**config.mk**
```make
export PLATFORM = sky130hd
export DESIGN_NAME = bw_io_jp_tap_ctl
export DESIGN_NICKNAME = d
export VERILOG_FILES = /design/src/rtl/bw_io_jp_pkg.sv /design/src/rtl/bw_io_jp_tap_fsm.sv /design/src/rtl/bw_io_jp_tap_ctl.sv
export SDC_FILE = /design/constraint.sdc
export NUM_CORES = 1
export LEC_CHECK = 0
export ABC_AREA = 1
export CORE_ASPECT_RATIO = 1.5
export CORE_MARGIN = 2
export CORE_UTILIZATION = 38
export DETAILED_ROUTE_END_ITERATION = 8
export MAX_ROUTING_LAYER = met4
export PLACE_DENSITY = 0.6
export SLEW_MARGIN = 20
export SYNTH_ARGS = -nofsm -noshare
export SYNTH_HDL_FRONTEND = slang
export SYNTH_SLANG_ARGS = --single-unit
```
**constraint.sdc**
```tcl
create_clock -name tck -period 4.25 [get_ports tck]
set_clock_uncertainty 0.2 [all_clocks]
set_input_delay 1.0625 -clock tck [delete_from_list [all_inputs] [get_ports tck]]
set_output_delay 1.0625 -clock tck [all_outputs]
set_load 0.03 [all_outputs]
```
**src/rtl/bw_io_jp_pkg.sv**
```systemverilog
// Shared definitions for the IO-ring JTAG TAP: state encoding and opcodes.
package bw_io_jp_pkg;

    localparam int JP_IR_W = 4;

    // Encoding follows the IEEE 1149.1 state assignment table.
    typedef enum logic [3:0] {
        TAP_EX2DR = 4'h0,
        TAP_EX1DR = 4'h1,
        TAP_SHDR  = 4'h2,
        TAP_PAUDR = 4'h3,
        TAP_SELIR = 4'h4,
        TAP_UPDDR = 4'h5,
        TAP_CAPDR = 4'h6,
        TAP_SELDR = 4'h7,
        TAP_EX2IR = 4'h8,
        TAP_EX1IR = 4'h9,
        TAP_SHIR  = 4'hA,
        TAP_PAUIR = 4'hB,
        TAP_RTI   = 4'hC,
        TAP_UPDIR = 4'hD,
        TAP_CAPIR = 4'hE,
        TAP_TLR   = 4'hF
    } tap_state_e;

    localparam logic [JP_IR_W-1:0] JP_EXTEST = 4'b0000;
    localparam logic [JP_IR_W-1:0] JP_SAMPLE = 4'b0001;
    localparam logic [JP_IR_W-1:0] JP_IDCODE = 4'b0010;
    localparam logic [JP_IR_W-1:0] JP_BYPASS = 4'b1111;

endpackage

```
**src/rtl/bw_io_jp_tap_fsm.sv**
```systemverilog
// 16-state TAP sequencer: state register, TMS next-state decode and
// one-hot strobes for the states the datapath acts on.
module bw_io_jp_tap_fsm
    import bw_io_jp_pkg::*;
(
    input  logic       i_tck,
    input  logic       i_trst_l,
    input  logic       i_tms,
    output tap_state_e o_state,
    output logic       o_tlr,
    output logic       o_capdr,
    output logic       o_shdr,
    output logic       o_upddr,
    output logic       o_capir,
    output logic       o_shir,
    output logic       o_updir
);

    tap_state_e r_state;
    tap_state_e w_next;

    always_ff @(posedge i_tck or negedge i_trst_l) begin
        if (!i_trst_l) begin
            r_state <= TAP_TLR;
        end else begin
            r_state <= w_next;
        end
    end

    always_comb begin
        w_next = r_state;
        case (r_state)
            TAP_TLR:   w_next = i_tms ? TAP_TLR   : TAP_RTI;
            TAP_RTI:   w_next = i_tms ? TAP_SELDR : TAP_RTI;
            TAP_SELDR: w_next = i_tms ? TAP_SELIR : TAP_CAPDR;
            TAP_CAPDR: w_next = i_tms ? TAP_EX1DR : TAP_SHDR;
            TAP_SHDR:  w_next = i_tms ? TAP_EX1DR : TAP_SHDR;
            TAP_EX1DR: w_next = i_tms ? TAP_UPDDR : TAP_PAUDR;
            TAP_PAUDR: w_next = i_tms ? TAP_EX2DR : TAP_PAUDR;
            TAP_EX2DR: w_next = i_tms ? TAP_UPDDR : TAP_SHDR;
            TAP_UPDDR: w_next = i_tms ? TAP_SELDR : TAP_RTI;
            TAP_SELIR: w_next = i_tms ? TAP_TLR   : TAP_CAPIR;
            TAP_CAPIR: w_next = i_tms ? TAP_EX1IR : TAP_SHIR;
            TAP_SHIR:  w_next = i_tms ? TAP_EX1IR : TAP_SHIR;
            TAP_EX1IR: w_next = i_tms ? TAP_UPDIR : TAP_PAUIR;
            TAP_PAUIR: w_next = i_tms ? TAP_EX2IR : TAP_PAUIR;
            TAP_EX2IR: w_next = i_tms ? TAP_UPDIR : TAP_SHIR;
            TAP_UPDIR: w_next = i_tms ? TAP_SELDR : TAP_RTI;
            default:   w_next = TAP_TLR;
        endcase
    end

    assign o_state = r_state;
    assign o_tlr   = (r_state == TAP_TLR);
    assign o_capdr = (r_state == TAP_CAPDR);
    assign o_shdr  = (r_state == TAP_SHDR);
    assign o_upddr = (r_state == TAP_UPDDR);
    assign o_capir = (r_state == TAP_CAPIR);
    assign o_shir  = (r_state == TAP_SHIR);
    assign o_updir = (r_state == TAP_UPDIR);

endmodule

```
**src/rtl/bw_io_jp_tap_ctl.sv**
```systemverilog
// JTAG TAP controller for the IO-ring boundary-scan chain: IR, IDCODE and
// bypass registers, BSR control strobes and the TDO mux.
module bw_io_jp_tap_ctl
    import bw_io_jp_pkg::*;
#(
    parameter int          IR_W   = JP_IR_W,
    parameter logic [31:0] IDCODE = 32'h0000_1FFF
) (
    input  logic            tck,
    input  logic            trst_l,
    input  logic            tms,
    input  logic            tdi,
    output logic            tdo,
    output logic            tdo_en,
    output logic            bsr_si,
    input  logic            bsr_so,
    output logic            shift_dr,
    output logic            clock_dr,
    output logic            update_dr,
    output logic            extest,
    output logic [IR_W-1:0] ir_q
);

    localparam logic [IR_W-1:0] OP_EXTEST = IR_W'(JP_EXTEST);
    localparam logic [IR_W-1:0] OP_SAMPLE = IR_W'(JP_SAMPLE);
    localparam logic [IR_W-1:0] OP_IDCODE = IR_W'(JP_IDCODE);
    localparam logic [IR_W-1:0] IR_CAPT   = IR_W'(1);

    tap_state_e      w_state;
    logic            w_tlr, w_capdr, w_shdr, w_upddr, w_capir, w_shir, w_updir;
    logic [IR_W-1:0] r_ir_sr;
    logic [IR_W-1:0] r_ir;
    logic [31:0]     r_id_sr;
    logic            r_byp;
    logic            r_tdo, r_tdo_en;
    logic            r_shift_dr, r_clock_dr, r_update_dr;
    logic            w_bsr_sel, w_dr_so, w_tdo_nxt;

    bw_io_jp_tap_fsm u_fsm (
        .i_tck    (tck),
        .i_trst_l (trst_l),
        .i_tms    (tms),
        .o_state  (w_state),
        .o_tlr    (w_tlr),
        .o_capdr  (w_capdr),
        .o_shdr   (w_shdr),
        .o_upddr  (w_upddr),
        .o_capir  (w_capir),
        .o_shir   (w_shir),
        .o_updir  (w_updir)
    );

    // Unknown opcodes fall through to the bypass bit.
    assign w_bsr_sel = (r_ir == OP_EXTEST) || (r_ir == OP_SAMPLE);
    assign w_dr_so   = w_bsr_sel ? bsr_so : ((r_ir == OP_IDCODE) ? r_id_sr[0] : r_byp);

    always_comb begin
        w_tdo_nxt = 1'b0;
        case (w_state)
            TAP_SHIR: w_tdo_nxt = r_ir_sr[0];
            TAP_SHDR: w_tdo_nxt = w_dr_so;
            default:  w_tdo_nxt = 1'b0;
        endcase
    end

    // Shift registers are always recaptured before use, so they carry no reset.
    always_ff @(posedge tck) begin
        if (w_capir) begin
            r_ir_sr <= IR_CAPT;
        end else if (w_shir) begin
            r_ir_sr <= {tdi, r_ir_sr[IR_W-1:1]};
        end
        if (w_capdr) begin
            r_id_sr <= IDCODE;
            r_byp   <= 1'b0;
        end else if (w_shdr) begin
            r_id_sr <= {tdi, r_id_sr[31:1]};
            r_byp   <= tdi;
        end
    end

    always_ff @(negedge tck or negedge trst_l) begin
        if (!trst_l) begin
            r_ir <= OP_IDCODE;
        end else if (w_tlr) begin
            r_ir <= OP_IDCODE;
        end else if (w_updir) begin
            r_ir <= r_ir_sr;
        end
    end

    // Falling-edge launch keeps strobes and TDO stable across the next rising edge.
    always_ff @(negedge tck or negedge trst_l) begin
        if (!trst_l) begin
            r_tdo       <= 1'b0;
            r_tdo_en    <= 1'b0;
            r_clock_dr  <= 1'b0;
            r_shift_dr  <= 1'b0;
            r_update_dr <= 1'b0;
        end else begin
            r_tdo       <= w_tdo_nxt;
            r_tdo_en    <= w_shir | w_shdr;
            r_clock_dr  <= w_bsr_sel & (w_capdr | w_shdr);
            r_shift_dr  <= w_bsr_sel & w_shdr;
            r_update_dr <= w_bsr_sel & w_upddr;
        end
    end

    assign tdo       = r_tdo;
    assign tdo_en    = r_tdo_en;
    assign bsr_si    = tdi;
    assign shift_dr  = r_shift_dr;
    assign clock_dr  = r_clock_dr;
    assign update_dr = r_update_dr;
    assign extest    = (r_ir == OP_EXTEST);
    assign ir_q      = r_ir;

endmodule

```
* Word level (Yosys, flattened, before mapping) *
Index checks and enable logic that the tools add are counted.
Widths: inputs -> output; s select.

storage, ports and cells
  input port bits = 5
  flip-flop bits (word level) = 50
  output and inout bits = 11

operators by class
  bitwise operators = 5
  mux-type cells = 18
  equality and inequality tests = 17
  reductions and logical operators = 7

operator list
  cell                count
  $pmux 4 s12         1
  $eq 4x4->1 const B  8
  $eq 4x3->1 const B  4
  $eq 4x2->1 const B  3
  $mux 2              6
  $mux 3              4
  $mux 4              3
  $eq 4x1->1 const B  2
  $logic_not 4->1     2
  $reduce_or 2->1     2
  $and 1x1->1         3
  $mux 1              3
  $reduce_or 3->1     1
  $or 1x1->1          2
  $pmux 1 s2          1
  $reduce_bool 2->1   1
  $logic_or 1x1->1    1

* Longest topological paths before layout *
Gate-level depths: netlist of run 1.

  depth in word-level cells = 4
  gate-level depth with buffers = 7

* Hierarchy *
From an unflattened synthesis of run 1, not the netlist that was laid out.

second synthesis, totals
  cell total of the unflattened synthesis = 252
  area, all modules = 1,989.4 µm²

by module, submodules not included
  module            area each (µm²)  instances  cells an instance
  bw_io_jp_tap_ctl  1,661.6          1          204
  bw_io_jp_tap_fsm  327.8            1          48

==> results of run 1 <==
[synthesized netlist by cell type, drive strengths merged]
| library cell | n | area, µm² |
|---|---|---|
| dfrtn | 8 | 200 |
| nand3 | 12 | 60.1 |
| dfxtp | 36 | 721 |
| o211ai | 1 | 7.51 |
| dfstp | 5 | 131 |
| o21ai | 12 | 60.1 |
| inv | 47 | 176 |
| clkbuf | 1 | 13.8 |
| nand3b | 1 | 7.51 |
| o22ai | 34 | 213 |
| nand2 | 18 | 80.1 |
| nor4 | 1 | 6.26 |
| nor3 | 1 | 5.00 |
| nor2 | 12 | 55.1 |
| buf | 6 | 60.1 |
| nand4 | 2 | 12.5 |
[layer usage]
layer  part of all wire (%)  GRT usage [%]
met5                      0              -
met2                     51           24.0
met4                    3.5           8.89
met1                     42           14.2
met3                    3.0           3.51
[critical path, stage by stage, from the launching register on]
cell	delay, ns
dfstp_2	0.53
inv_2	0.05
nand2_4	0.06
nor2_4	0.03
buf_6	0.13
[how the worst min path moves through the flow]
stage	from	end	slack [ns]	cells after the start
floorplan	r_id_sr[13]$_SDFFE_PP0P_	r_id_sr[12]$_SDFFE_PP1P_	0.23	2
global placement	r_id_sr[5]$_SDFFE_PP1P_	r_id_sr[4]$_SDFFE_PP1P_	0.25	2
detailed placement	r_id_sr[1]$_SDFFE_PP1P_	r_id_sr[0]$_SDFFE_PP1P_	0.26	2
CTS	r_id_sr[15]$_SDFFE_PP0P_	r_id_sr[14]$_SDFFE_PP0P_	0.28	2
global route	r_id_sr[25]$_SDFFE_PP0P_	r_id_sr[24]$_SDFFE_PP0P_	0.30	2
finish	r_id_sr[1]$_SDFFE_PP1P_	r_id_sr[0]$_SDFFE_PP1P_	0.27	2
[cell type report]
type / count / area [µm²]
Sequential cell: 49 / 1050
Timing Repair Buffer: 27 / 238
Clock inverter: 3 / 13.8
Fill cell: 455 / 2380
Tap cell: 64 / 80.1
Clock buffer: 6 / 72.6
Multi-Input combinational cell: 94 / 529
Inverter: 46 / 173
[layout by cell type (no fill, tap or decap)]
cell type        instances
clkdlybuf4s50_1          5
nand4_1                  2
inv_1                   44
buf_6                    6
buf_4                   16
nand3b_1                 1
nor2_1                   8
inv_2                    3
nand2_2                  2
clkbuf_8                 5
clkinvlp_2               1
dfstp_2                  5
nor2_2                   1
clkinv_2                 1
nand3_1                 12
clkbuf_1                 1
nor3_1                   1
o211ai_1                 1
nor4_1                   1
dfxtp_1                 36
dfrtn_1                  8
nand2_1                 14
o22ai_1                 34
nor2_4                   3
nand2_4                  2
o21ai_0                 12
[power by group]
group | leakage, nW | switching (mW) | internal (mW)
Combinational | 0.412 | 0.469 | 0.336
Sequential | 0.455 | 0.108 | 0.688
Clock | 0.0464 | 0.142 | 0.115
Total | 0.913 | 0.718 | 1.14
[sequential cells by signal, summed over array words and instances, names as in the netlist]
register       count
clock_dr           1
ir_q               4
r_id_sr           32
r_ir_sr            4
shift_dr           1
tdo                1
tdo_en             1
u_fsm.o_state      4
update_dr          1
[cells by family after synthesis]
group	share of synthesized area (%)
simple gates	12.5
buf+inv	13.8
compound gates	15.5
flops	58.2
[stage by stage]
step                std cells  instance area [µm²]  worst slack [ns]
finish                    289                 2160            -0.293
global route              289                 2160            -0.322
CTS                       286                 2110            -0.305
detailed placement        275                 2000           -0.0274
global placement          275                 2000           -0.0141
floorplan                 197                 1820            -0.127
[repair_timing]
item / 4_1_cts / 5_1_grt
resized for setup: 4 / 5
buffers inserted: 3 / 3
pin swaps: 2 / 0
cloned: 0 / 0
setup endpoints to repair: 5 / 8
==> impl_metrics.csv, run 1 <==
group,metric,value,unit
setup_path,critical_path_class,"register to output pin",
floorplan,rows,30,
floorplan,die_h,88.5,µm
sta,fin_setup_tns,-0.722,ns
yosys,yosys_warnings,0,
power,irDropWorstVdd,0.327,mV
routing,drt-wirelength-per-cell,10.7,µm
routing,drtIter0Drc,26,
sta,setup_slack,-0.293,ns
clock_network,cts_buffer_depth,2,
clock_network,clock_latency,0.35,ns
clock_network,cts_hold_buf,0,
placement,place_congestion,0.757,
setup_path,r2r_start,"u_fsm.o_state[2]$_DFF_PN1_",
setup_path,end_kind,"output pin",
setup_path,critPathMaxFanout,2,
setup_path,required,2.99,ns
clock_network,clk_pin_slew,0.08,ns
yosys,synth-seq-cells,49,
layout,diodes,0,
placement,dp.final_hpwl,2120,µm
sta,rsz0062_at_grt,"yes",
global_route,grt_usage,14.2,%
global_route,antenna_found_initial,0,
clock_network,cts_tree,"done",
sta,finalHoldViolations,0,
routing,route.detailed.drc,0,
global_route,grt_pass1_wl,5530,µm
floorplan,die_w,60.3,µm
status,failed_checks,"setup timing",
floorplan,die_area,0.00534,mm²
yosys,avgSynthCellArea,9.18,µm²
yosys,netlist_area,0.00181,mm²
floorplan,io_pins,16,
setup_path,crit_end,"extest",
routing,vias_per_cell,4.67,
sta,max_slew_margin,56.1,%
floorplan,start_util,39.8,%
power,total_leakage_power,0.913,nW
clock_network,htree_levels,2,
layout,layout-area-overhead-vs-synth,19.3,%
power,powerDensity,861,mW/mm²
sta,whs,0.274,ns
yosys,syn-instance-count,197,
setup_path,crit_start,"ir_q[1]$_DFFE_NN1P_",
layout,utilization,47.5,%
routing,dr.pass1.iters,4,
status,status,"finished with violations",
clock_network,cts_made_buffers,5,
routing,routed_wl,3110,µm
routing,ant_nets,0,
global_route,overflow,0,
sta,report.final.slew_viol_count,0,
setup_path,critPathArrivalTime,3.28,ns
placement,port_buffers,15,
layout,layout-drive-gt1-share,20.0,%
yosys,yosysSeqAreaShare,58.2,%
floorplan,core,0.00454,mm²
yosys,ys_types,22,
power,finalPower,1.86,mW
global_route,grt_pass1_vias,1320,
setup_path,reg2reg_depth,4,
layout,fin_nets,229,
global_route,grt_max_degree,33,
sta,setup_viol,5,
flow_run,cap_violations,0,
setup_path,rrSetupSlack,0.73,ns
yosys,syn_nets,202,
routing,vias,1349,
clock_network,cts_root_buf,"clkbuf_8",
sta,tightestPinTransition,0.657,ns
clock_network,cts.sinks,49,
setup_path,critPathLaunchType,"register",
setup_path,r2r_end,"update_dr$_DFF_NN0_",
min_path,holdCritPathClass,"register to register",
No activity file was read; power rests on OpenSTA's default activity.
==> inputs of run 2 (changes only) <==
Settings changed: REMOVE_ABC_BUFFERS set to 1.
==> run 2 against run 1 <==
Compared with the run above: the run still ends with setup timing left; setup slack worse by 0.045 ns; cell area up 11%; worst hold slack better by 0.0039 ns; global-route usage up 2.8 points; via count up 10%; core utilization up 5.4 points; register-to-register slack worse by 0.64 ns; highest routed layer unchanged; sequential power up 0.8%; critical path depth unchanged; sequential cell count unchanged; non-clock buffer count up 24.
==> impl_metrics.csv, run 2 (synthesis gave the netlist of run 1 again) <==
group,metric,value,unit
routing,drtIter0Drc,34,
status,status,"finished with violations",
sta,finalHoldViolations,0,
routing,drt-wirelength-per-cell,12.7,µm
sta,max_slew_margin,55.1,%
setup_path,critPathArrivalTime,3.33,ns
setup_path,critPathLaunchType,"register",
power,sequentialPowerShare,35.1,%
clock_network,clock_latency,0.35,ns
sta,tightestPinTransition,0.672,ns
power,irDropWorstVdd,0.369,mV
clock_network,cts_root_buf,"clkbuf_8",
floorplan,die_area,0.00534,mm²
min_path,holdCritPathClass,"register to register",
status,failed_checks,"setup timing",
routing,route.detailed.drc,0,
min_path,hold_path_depth,2,
global_route,grt_max_degree,33,
clock_network,cts_tree,"done",
routing,routed_wl,3980,µm
setup_path,cpMaxStageDelayCell,"dfstp_2",
power,p_int,1.41,mW
power,switchingPower,872,µW
routing,vias_per_cell,4.74,
flow_run,cap_violations,0,
sta,report.final.slew_viol_count,0,
power,powerDensity,949,mW/mm²
setup_path,crit_chain,"inv_2 > nand2_4 > nor2_4 > buf_6",
routing,dr.pass1.iters,4,
layout,layout_common_cells,"inv_1, buf_4, dfxtp_1",
layout,diodes,0,
power,total_leakage_power,1.05,nW
sta,rsz0062_at_grt,"yes",
min_path,holdPathEnd,"r_id_sr[18]$_SDFFE_PP0P_",
routing,vias,1485,
placement,post_dp_cell_area,0.00199,mm²
clock_network,clk_pin_slew,0.09,ns
global_route,antenna_found_initial,0,
placement,place_congestion,0.790,
sta,fin_setup_tns,-1.03,ns
floorplan,start_util,39.8,%
clock_network,htree_levels,2,
setup_path,cpPeakStageDelay,0.54,ns
clock_network,cts_made_buffers,5,
global_route,grt_pass1_vias,1403,
layout,largest-register,"r_id_sr",
sta,setup_slack,-0.338,ns
floorplan,core,0.00454,mm²
floorplan,die_w,60.3,µm
layout,layout-drive-gt1-share,29.7,%
floorplan,io_pins,16,
power,p_sw_share,38.3,%
clock_network,cts_buffer_depth,2,
min_path,hold_path_startpoint,"r_id_sr[19]$_SDFFE_PP0P_",
layout,n_fill_cell,420,
layout,largest_reg_flops,32,
routing,ant_nets,0,
global_route,grt_pass1_wl,6490,µm
setup_path,r2r_end,"tdo$_DFF_NN0_",
setup_path,rrSetupSlack,0.09,ns
power,p_comb_share,52.0,%
sta,setup_viol,5,
power,pwr-share-clk,12.8,%
setup_path,required,2.99,ns
clock_network,cts.sinks,49,
global_route,overflow,0,
floorplan,die_h,88.5,µm
layout,layout-area-overhead-vs-synth,32.8,%
setup_path,reg2reg_depth,31,
global_route,grt_usage,17.0,%
setup_path,critPathMaxFanout,2,
layout,fin_nets,253,
setup_path,critical_path_class,"register to output pin",
layout,postLayoutCellArea,0.00240,mm²
setup_path,r2r_start,"ir_q[2]$_DFFE_NN0P_",
placement,port_buffers,15,
placement,dp.final_hpwl,2150,µm
floorplan,rows,30,
layout,layout_commonest_cell,"inv_1",
setup_path,end_kind,"output pin",
==> run 2: changes by cell type in the layout (fill, tap and decap cells not counted), sizes merged <==
cell	before	now
buf	22	46
inv	47	48
clkinv	1	0
==> run 2: power by group through the flow <==
stage | clock, mW | sequential (mW) | combinational (mW)
final | 0.292 | 0.801 | 1.19
after CTS | 0.301 | 0.787 | 1.11
after detailed placement | 0.00294 | 0.795 | 0.717
after global placement | 0.00294 | 0.790 | 0.708
after floorplan | 0.00294 | 0.833 | 0.450
after global routing | 0.321 | 0.822 | 1.30
==> run 2: layout make-up <==
type                       count  area, µm²  share of cell area, %
clock inverter                 3       20.0                  0.833
sequential                    49       1050                   43.8
timing repair buffer          51        433                   18.0
inverter                      46        173                   7.19
clock buffer                   6       82.6                   3.44
multi-input combinational     94        562                   23.4
tap                           64       80.1                   3.33
==> run 2: critical path: cells and delay by family (launching register included) <==
family / cells / cell delay, ns
buf+inv: 2 / 0.19
flops: 1 / 0.54
simple gates: 2 / 0.12
==> run 2: per-layer routing <==
| layer | global-route usage (%) | wire length, µm |
|---|---|---|
| met5 | - | 0 |
| met4 | 9.90 | 157 |
| met3 | 4.39 | 117 |
| met2 | 28.1 | 2130 |
| met1 | 17.8 | 1570 |
==> run 2: worst max path at each step <==
stage,from,to,slack [ns],depth (start not counted)
6_report,ir_q[1]$_DFFE_NN1P_,extest,-0.34,4
3_5_place_dp,bsr_so,tdo$_DFF_NN0_,-0.02,6
2_1_floorplan,ir_q[3]$_DFFE_NN0P_,extest,-0.37,3
3_3_place_gp,bsr_so,tdo$_DFF_NN0_,-0.02,6
5_1_grt,ir_q[1]$_DFFE_NN1P_,extest,-0.36,4
4_1_cts,ir_q[1]$_DFFE_NN1P_,extest,-0.32,4
==> run 2: what timing repair did <==
item / in CTS / in global routing
pin swaps: 1 / 3
resized for setup: 11 / 13
hold buffers: 0 / 0
setup endpoints to repair: 5 / 14
buffers inserted: 32 / 3
==> run 2: through the flow <==
step / std cells / total power [mW] / hold WS [ns] / worst slack [ns] / util [%]
2_1_floorplan: 190 / 1.29 / 0.236 / -0.375 / -
3_3_place_gp: 275 / 1.50 / 0.250 / -0.0170 / 43.7
3_5_place_dp: 275 / 1.52 / 0.258 / -0.0163 / 43.7
4_1_cts: 315 / 2.20 / 0.278 / -0.323 / 52.1
5_1_grt: 313 / 2.44 / 0.299 / -0.361 / 52.9
6_report: 313 / 2.28 / 0.278 / -0.338 / 52.9
==> patch, RTL diff (config.mk and constraints of run 2) <==
Register the outputs `bsr_si` and `extest`, without a reset; this adds one clock of latency there. The other outputs are not delayed to match.
--- a/src/rtl/bw_io_jp_tap_ctl.sv
+++ b/src/rtl/bw_io_jp_tap_ctl.sv
@@ -108,11 +108,13 @@
 
     assign tdo       = r_tdo;
     assign tdo_en    = r_tdo_en;
-    assign bsr_si    = tdi;
     assign shift_dr  = r_shift_dr;
     assign clock_dr  = r_clock_dr;
     assign update_dr = r_update_dr;
-    assign extest    = (r_ir == OP_EXTEST);
+    always_ff @(posedge tck) begin
+        bsr_si <= tdi;
+        extest <= (r_ir == OP_EXTEST);
+    end
     assign ir_q      = r_ir;
 
 endmodule
Function: not checked (the comparison handles one clock edge and no latches or derived clocks); the edit may change what the design does.
==> patch against run 2 <==
  * The run still ends with negative setup slack left
  * Synthesized area grew 1.8%
  * Power decreased by 19%
  * Design area is 9.0% lower
  * Count of clock-buffer cells in the layout stayed put
  * Sequential cell count grew 2
  * Clock power increased by 1%
  * Wire length down 21%
  * Sequential share of layout area is 6.2 points higher
  * Setup slack gained 0.19 ns
  * First-iteration DRC count up 18%
  * Sequential power rose by 1%
==> patch: results (changes against run 2) <==
- Status: complete, but fails checks
- Failing checks: negative setup slack
- Routed WL per cell: 10.8 um (-15%)
- Met2 Use GR: 0.234 (-0.0470)
- Met3 Routed Length: 104 um (-11%)
- Relative slew slack: 0.541 (-0.00977)
- Htree depth: 2 (unchanged)
- Routed WL: 3140 um (-21%)
- Layout Nets: 228 (-9.9%)
- Met1 GRT Util: 0.145 (-0.0322)
- Leakage: 0.922 nW (-12%)
- Max VDD drop: 318 uV (-14%)
- GRT Total Usage: 0.137 (-0.0329)
- Post-synthesis adder-cell area fraction: 0 (unchanged)
- Layout cell share with drive strength beyond 1: 0.170 (-0.128)
- GP Congestion: 0.782 (-0.95%)
- DR vias/cell: 4.61 (-2.8%)
- Setup ws final: -0.147 ns (+0.191 ns)
- First-pass GRT wire length: 5430 um (-16%)
- Cell Area, Placed: 0.00201 sq mm (+1.1%)
- Crit path max-delay family: flip-flops
- Mean Syn Cell Area: 9.30 sq um (+1.3%)
- M1 WL: 1380 um (-12%)
- Commonest cells post-synth: inv_1 (45), dfxtp_1 (38), o22ai_1 (34), nand2_1 (15)
- DR top layer: met4
- Pre-CTS setup slack: -0.0363 ns (-0.0200 ns)
- Core box area: 0.00473 sq mm (+4.2%)
- Synth top area cells: dfxtp_1 (41%), o22ai_1 (12%), dfrtn_1 (11%)
- GR Layer Usage met3: 0.0304 (-0.0135)
- Sw power: 0.000706 W (-19%)
- Vias in the first global route: 1,253 (-11%)
- Async SR Flop Fraction: 0.255 (-0.0104)
- Final setup vio count: 4 (-1)
- Resized Gates After CTS: 4 (-7)
- Met2 WL: 1580 um (-26%)
- Initial drt markers: 40 (+18%)
- Hpwl dp: 2140 um (-0.36%)
- Worst path arrival time: 3.13 ns (-0.20 ns)
- Seq/Total Area, Yosys: 0.593 (+0.0115)
- Placed cells: 276 (+0.36%)
- Compound-Gate Fraction of Synth Area: 0.152 (-0.00274)
patch: cell count changes in the layout (fill, tap and decap cells not counted), moves of 2 or more:
cell / delta
dfxtp_1: +2
nor2_4: -3
buf_4: -27
nor2_1: +3
patch: power groups by stage:
stage	registers (W)	logic, W	clock network (W)
global placement	0.000814	0.000670	0.00000294
detailed placement	0.000818	0.000676	0.00000294
floorplan	0.000871	0.000430	0.00000294
CTS	0.000807	0.000708	0.000307
global route	0.000833	0.000816	0.000325
finish	0.000810	0.000730	0.000296
patch: cell type report:
cell class,count,area (sq um)
Fill cell,490,2550
Sequential cell,51,1090
Multi-Input combinational cell,94,507
Timing Repair Buffer,24,229
Inverter,46,173
Clock buffer,6,82.6
Tap cell,66,82.6
Clock inverter,3,20.0
patch: metrics by stage:
step | total power, W | hold WS [ns]
after floorplan | 0.00130 | 0.236
after global placement | 0.00149 | 0.250
after detailed placement | 0.00150 | 0.256
after CTS | 0.00182 | 0.275
after global routing | 0.00197 | 0.293
final | 0.00184 | 0.275
patch: kinds of logic (layout without fill, tap and decap cells):
group,count (synthesis),after routing
AOI/OAI and AO/OA,47,47
buffers and inverters,53,79
and+or+nand+nor,47,47
DFF,51,51
patch: worst paths after layout:
kind / from / to / slack, ns / cells past startpoint
min: r_id_sr[1] / r_id_sr[0] / 0.28 / 2
max reg2reg: ir_q[3] / extest / 0.68 / 5
min in group asynchronous: trst_l / u_fsm.o_state[2] / 1.13 / 2
min reg2reg: r_id_sr[1] / r_id_sr[0] / 0.28 / 2
max in group asynchronous: trst_l / update_dr / 0.74 / 2
max: ir_q[1] / ir_q[1] / -0.15 / 1
patch: worst min-delay path, cell delays in order (launching register included):
cell	delay, ns
dfxtp_1	0.33
o22ai_1	0.07
inv_1	0.05
